==> src/rtl/core_pkg.sv <==
// Shared core definitions: load/store funct3 encodings, access sizes and the memory-stage FSM states.
package core_pkg;

    localparam logic [2:0] F3_B  = 3'b000;
    localparam logic [2:0] F3_H  = 3'b001;
    localparam logic [2:0] F3_W  = 3'b010;
    localparam logic [2:0] F3_D  = 3'b011;
    localparam logic [2:0] F3_BU = 3'b100;
    localparam logic [2:0] F3_HU = 3'b101;
    localparam logic [2:0] F3_WU = 3'b110;

    localparam logic [1:0] SZ_B = 2'b00;
    localparam logic [1:0] SZ_H = 2'b01;
    localparam logic [1:0] SZ_W = 2'b10;
    localparam logic [1:0] SZ_D = 2'b11;

    typedef enum logic [0:0] {
        MEM_IDLE = 1'b0,
        MEM_WAIT = 1'b1
    } mem_state_e;

    // Doubleword accesses only exist on RV64; elsewhere they degrade to word width.
    function automatic logic [1:0] eff_size(input logic [2:0] f3, input int unsigned xlen);
        if (f3[1:0] == SZ_D && xlen != 64) begin
            return SZ_W;
        end
        return f3[1:0];
    endfunction

endpackage

==> src/rtl/mem_lane_align.sv <==
// Combinational lane steering: store replication and byte enables, load extract and extension.
module mem_lane_align
    import core_pkg::*;
#(
    parameter int unsigned XLEN  = 32,
    parameter int unsigned OFF_W = $clog2(XLEN / 8)
) (
    input  logic [2:0]        funct3,
    input  logic [OFF_W-1:0]  offset,
    input  logic              is_store,
    input  logic [XLEN-1:0]   wdata_in,
    input  logic [XLEN-1:0]   rdata_in,
    output logic [XLEN-1:0]   wdata_out,
    output logic [XLEN/8-1:0] be,
    output logic [XLEN-1:0]   rdata_out,
    output logic              misaligned
);

    logic [1:0]       size;
    logic [OFF_W-1:0] align_off;
    logic [OFF_W+2:0] shamt;
    logic [63:0]      shifted;
    logic [63:0]      w64;
    logic [63:0]      r64;
    logic [7:0]       be64;
    logic             sext;

    assign size  = eff_size(funct3, XLEN);
    assign sext  = ~funct3[2];
    assign shamt = {align_off, 3'b000};

    always_comb begin
        align_off  = offset;
        misaligned = 1'b0;
        unique case (size)
            SZ_B: begin
                align_off  = offset;
                misaligned = 1'b0;
            end
            SZ_H: begin
                align_off  = offset & ~OFF_W'(1);
                misaligned = offset[0];
            end
            SZ_W: begin
                align_off  = offset & ~OFF_W'(3);
                misaligned = |offset[1:0];
            end
            default: begin
                align_off  = '0;
                misaligned = |offset;
            end
        endcase
    end

    // Work in 64 bits so one body serves both XLEN settings.
    always_comb begin
        shifted = 64'(rdata_in >> shamt);
        w64     = 64'(wdata_in);
        be64    = 8'hFF;
        r64     = shifted;
        unique case (size)
            SZ_B: begin
                w64  = {8{wdata_in[7:0]}};
                be64 = 8'h01 << align_off;
                r64  = {{56{sext & shifted[7]}}, shifted[7:0]};
            end
            SZ_H: begin
                w64  = {4{wdata_in[15:0]}};
                be64 = 8'h03 << align_off;
                r64  = {{48{sext & shifted[15]}}, shifted[15:0]};
            end
            SZ_W: begin
                w64  = {2{wdata_in[31:0]}};
                be64 = 8'h0F << align_off;
                r64  = {{32{sext & shifted[31]}}, shifted[31:0]};
            end
            default: begin
                w64  = 64'(wdata_in);
                be64 = 8'hFF;
                r64  = shifted;
            end
        endcase
        if (!is_store) begin
            be64 = 8'hFF;
        end
    end

    assign wdata_out = w64[XLEN-1:0];
    assign be        = be64[XLEN/8-1:0];
    assign rdata_out = r64[XLEN-1:0];

endmodule

==> src/rtl/mem_stage_hs.sv <==
// Memory stage with valid/ack data-memory handshake and the M/W pipeline register.
// Optional MEM_MISALIGN_TRAP_EN: misaligned accesses trap instead of being truncated.
module mem_stage_hs
    import core_pkg::*;
#(
    parameter int unsigned XLEN    = 32,
    parameter int unsigned RADDR_W = 5
) (
    input  logic               clk,
    input  logic               rst,
    input  logic               valid_m,
    input  logic               regwrite_m,
    input  logic               memread_m,
    input  logic               memwrite_m,
    input  logic               resultsrc_m,
    input  logic [2:0]         funct3_m,
    input  logic [RADDR_W-1:0] rd_m,
    input  logic [XLEN-1:0]    pcplus4_m,
    input  logic [XLEN-1:0]    alu_result_m,
    input  logic [XLEN-1:0]    writedata_m,
    input  logic               flush_w,
    output logic               busy_m,
    output logic               dmem_req,
    output logic               dmem_we,
    output logic [XLEN-1:0]    dmem_addr,
    output logic [XLEN-1:0]    dmem_wdata,
    output logic [XLEN/8-1:0]  dmem_be,
    input  logic               dmem_ack,
    input  logic [XLEN-1:0]    dmem_rdata,
    output logic               regwrite_w,
    output logic               resultsrc_w,
    output logic [RADDR_W-1:0] rd_w,
    output logic [XLEN-1:0]    pcplus4_w,
    output logic [XLEN-1:0]    alu_result_w,
    output logic [XLEN-1:0]    readdata_w,
    output logic               trap_w
);

    localparam int unsigned OFF_W = $clog2(XLEN / 8);
    localparam logic [0:0]  IDLE  = MEM_IDLE;
    localparam logic [0:0]  WAIT  = MEM_WAIT;

    logic [0:0]      state_q, state_d;
    logic            mem_op;
    logic            misaligned;
    logic            access_ok;
    logic            trap;
    logic            complete;
    logic [XLEN-1:0] lane_rdata;

    assign mem_op = valid_m & (memread_m | memwrite_m);

`ifdef MEM_MISALIGN_TRAP_EN
    assign access_ok = ~misaligned;
    assign trap      = mem_op & misaligned;
`else
    logic unused_misaligned;
    assign unused_misaligned = misaligned;
    assign access_ok         = 1'b1;
    assign trap              = 1'b0;
`endif

    mem_lane_align #(
        .XLEN (XLEN)
    ) u_lane (
        .funct3     (funct3_m),
        .offset     (alu_result_m[OFF_W-1:0]),
        .is_store   (memwrite_m),
        .wdata_in   (writedata_m),
        .rdata_in   (dmem_rdata),
        .wdata_out  (dmem_wdata),
        .be         (dmem_be),
        .rdata_out  (lane_rdata),
        .misaligned (misaligned)
    );

    // Request drops combinationally with reset so an abandoned access never lingers.
    assign dmem_req  = ~rst & ((state_q == WAIT) | (mem_op & access_ok));
    assign dmem_we   = dmem_req & memwrite_m;
    assign dmem_addr = {alu_result_m[XLEN-1:OFF_W], {OFF_W{1'b0}}};
    assign busy_m    = dmem_req & ~dmem_ack;
    assign complete  = valid_m & ~busy_m;

    always_comb begin
        state_d = state_q;
        unique case (state_q)
            IDLE:    state_d = busy_m ? WAIT : IDLE;
            WAIT:    state_d = dmem_ack ? IDLE : WAIT;
            default: state_d = IDLE;
        endcase
    end

    always_ff @(posedge clk or posedge rst) begin
        if (rst) begin
            state_q <= IDLE;
        end else begin
            state_q <= state_d;
        end
    end

    always_ff @(posedge clk or posedge rst) begin
        if (rst) begin
            regwrite_w   <= 1'b0;
            resultsrc_w  <= 1'b0;
            rd_w         <= '0;
            pcplus4_w    <= '0;
            alu_result_w <= '0;
            readdata_w   <= '0;
            trap_w       <= 1'b0;
        end else if (flush_w || !complete) begin
            regwrite_w   <= 1'b0;
            resultsrc_w  <= 1'b0;
            rd_w         <= '0;
            pcplus4_w    <= '0;
            alu_result_w <= '0;
            readdata_w   <= '0;
            trap_w       <= 1'b0;
        end else begin
            regwrite_w   <= regwrite_m & ~trap;
            resultsrc_w  <= resultsrc_m;
            rd_w         <= rd_m;
            pcplus4_w    <= pcplus4_m;
            alu_result_w <= alu_result_m;
            readdata_w   <= (memread_m & dmem_ack) ? lane_rdata : '0;
            trap_w       <= trap;
        end
    end

endmodule

==> config.mk <==
export PLATFORM = sky130hd
export DESIGN_NAME = mem_stage_hs
export DESIGN_NICKNAME = d
export VERILOG_FILES = /design/src/rtl/core_pkg.sv /design/src/rtl/mem_lane_align.sv /design/src/rtl/mem_stage_hs.sv
export SDC_FILE = /design/constraint.sdc
export NUM_CORES = 1
export LEC_CHECK = 0
export CAP_MARGIN = 10
export CORE_UTILIZATION = 33
export CTS_BUF_LIST = sky130_fd_sc_hd__clkbuf_16
export DETAILED_ROUTE_END_ITERATION = 8
export GPL_TIMING_DRIVEN = 0
export PLACE_DENSITY = 0.76
export SLEW_MARGIN = 20
export SYNTH_ARGS = -nofsm -noshare
export SYNTH_HDL_FRONTEND = slang
export SYNTH_HIERARCHICAL = 1
export SYNTH_SLANG_ARGS = --single-unit
==> constraint.sdc <==
create_clock -name clk -period 4.05 [get_ports clk]
set_clock_uncertainty 0.15 [all_clocks]
set_input_delay 0.81 -clock clk [delete_from_list [all_inputs] [get_ports clk]]
set_output_delay 0.81 -clock clk [all_outputs]
set_load 0.01 [all_outputs]
==> impl_results.md <==
- Critical setup path kind: in -> out
- First-pass GRT wire length: 24,600 um
- LEAKAGE: 0.00387 uW
- Commonest non-fill, non-tap cells in the layout: 315 x clkdlybuf4s50_1, 104 x dfrtp_1, 54 x and2_2
- Period minus WS final: 3890 ps
- Dpl cells: 917
- Ports: 320
- Die X: 124 um
- Global route overflow: 0
- Worst Setup Slack, final: 165 ps
- Worst-path fanout max: 10
- Routed WL: 16,200 um
- Status: completed
- Worst EP arrival: 2930 ps
- Mean Syn Cell Area: 12.0 um^2
- Seq. cell area: 2600 um^2
- Area occupied by multi-input gates: 1860 um^2
- Hold buffer count at cts: 0
- Via count: 4,329
- Clock Latency Late Sink: 340 ps
- Initial core utilization: 33.9%
- DP Wirelength: 13,600 um
- Post-DRT Antenna Nets: 0
- Fmax: 257 MHz
- CTS buffer count: 9
- Row count: 44
- WL/cell: 17.3 um
- Max Transition Viols Final: 0
- Tcrit/Tclk final: 95.9%
- HP Class: reg -> reg
- Clk root buf: clkbuf_16
- Worst Max-Slew Pin Slew: 538 ps
- Tot Pwr: 2500 uW
- DRC viols: 0
- P per Cell Area: 287 nW/um^2
- Max Cap Violations: 0
- Synth Warn #: 6
- Hold WS: 420 ps
- Filler cells: 1,179
- Initial DRC Count: 144
- Final Hold Fails: 0
- Die area: 15,500 um^2
- Finished Layout Cells: 933
- Largest net degree at the start of global routing: 36
- Most common cell after layout, fill and taps aside: clkdlybuf4s50_1
- H-tree Lvls: 3
- Die H: 124 um
- Nets: 889
- Total GRT Usage: 20.8%
- Final setup fails: 0
- Placer Congestion: 0.924
- Mapped cell area: 4940 um^2
- Number of global-route vias before repair: 4,528
- Dpl ws: 20.8 ps
- Layout cells sized above 1: 23.8%
- Total core area: 14,600 um^2
- Max-Slew Margin vs Limit: 64.1%
- Worst Setup End Kind: primary output
- DR pass1 iterations: 4
- Worst-case clock buffer depth: 2
- Startpoint Class: primary input
- Area growth from synthesis to final layout: 75.9%
- CTS tree: done
- Worst path required time: 3090 ps
- Vias/cell: 4.64
- Clock transition at path regs: 70 ps
- Port bufs: 315
- VDD IR max: 0.192 mV
- RSZ-0062 raised after global routing: false
- Sink Count: 104
- Antenna violations before repair: 1
- Fin Setup TNS: 0 ps
- Cells after Synth: 413
[area by class of cell]
class / count / area share (%)
flip-flops and latches: 104 / 29.9
clock buffers: 9 / 2.59
plain buffers: 70 / 5.60
repair buffers: 318 / 37.1
well taps: 184 / 2.65
multi-input cells: 239 / 21.4
inverters: 2 / 0.130
diodes: 1 / 0.0288
clock inverters: 6 / 0.634
[routing by layer]
metal	track usage, %	vias up	wire (um)
li1	-	1993	-
met1	20.2	2072	5560
met2	39.3	232	8700
met3	5.97	32	1310
met4	10.9	0	610
met5	0	-	0
[power by group]
part	switching, uW	internal [uW]	total, uW	leakage [uW]
logic	235	367	601	0.00232
registers	9.37	1070	1080	0.00142
clock network	394	424	818	0.000132
[sequential cells by signal, summed over array words and instances, names as in the netlist]
signal        cells
rd_w              5
readdata_w       32
resultsrc_w       1
alu_result_w     32
regwrite_w        1
pcplus4_w        32
state_q           1
[worst max-delay path, cell delays in order]
cell	delay (ps)
clkdlybuf4s50_1	620
nand2b_1	140
buf_2	270
clkbuf_4	300
nand2_1	110
nand2_1	120
clkdlybuf4s50_1	550
[final timing paths]
| path | startpoint | end | slack [ps] | depth (start not counted) |
|---|---|---|---|---|
| worst min-delay path | state_q$_DFF_PP0_ | state_q$_DFF_PP0_ | 420 | 2 |
| min in group asynchronous | rst | alu_result_w[0]$_DFF_PP0_ | 790 | 2 |
| max in group asynchronous | rst | regwrite_w$_DFF_PP0_ | 2200 | 4 |
| worst min register to register | state_q$_DFF_PP0_ | state_q$_DFF_PP0_ | 420 | 2 |
| worst max-delay path | funct3_m[1] | dmem_be[0] | 160 | 7 |
| worst max register to register | state_q$_DFF_PP0_ | alu_result_w[6]$_DFF_PP0_ | 2240 | 4 |
[repair_timing]
| item | in CTS | in global routing |
|---|---|---|
| gates resized for setup | 0 | 2 |
| endpoints found under the setup margin | 0 | 3 |
| buffers inserted | 0 | 0 |
[metrics by stage]
| stage | instance area, um^2 | util, % |
|---|---|---|
| CTS | 8680 | 59.5 |
| floorplan | 4950 | - |
| detailed placement | 8400 | 57.6 |
| global route | 8690 | 59.6 |
| finish | 8690 | 59.6 |
| global placement | 8340 | 57.1 |
Note: power is estimated with default switching activity, not from simulation.
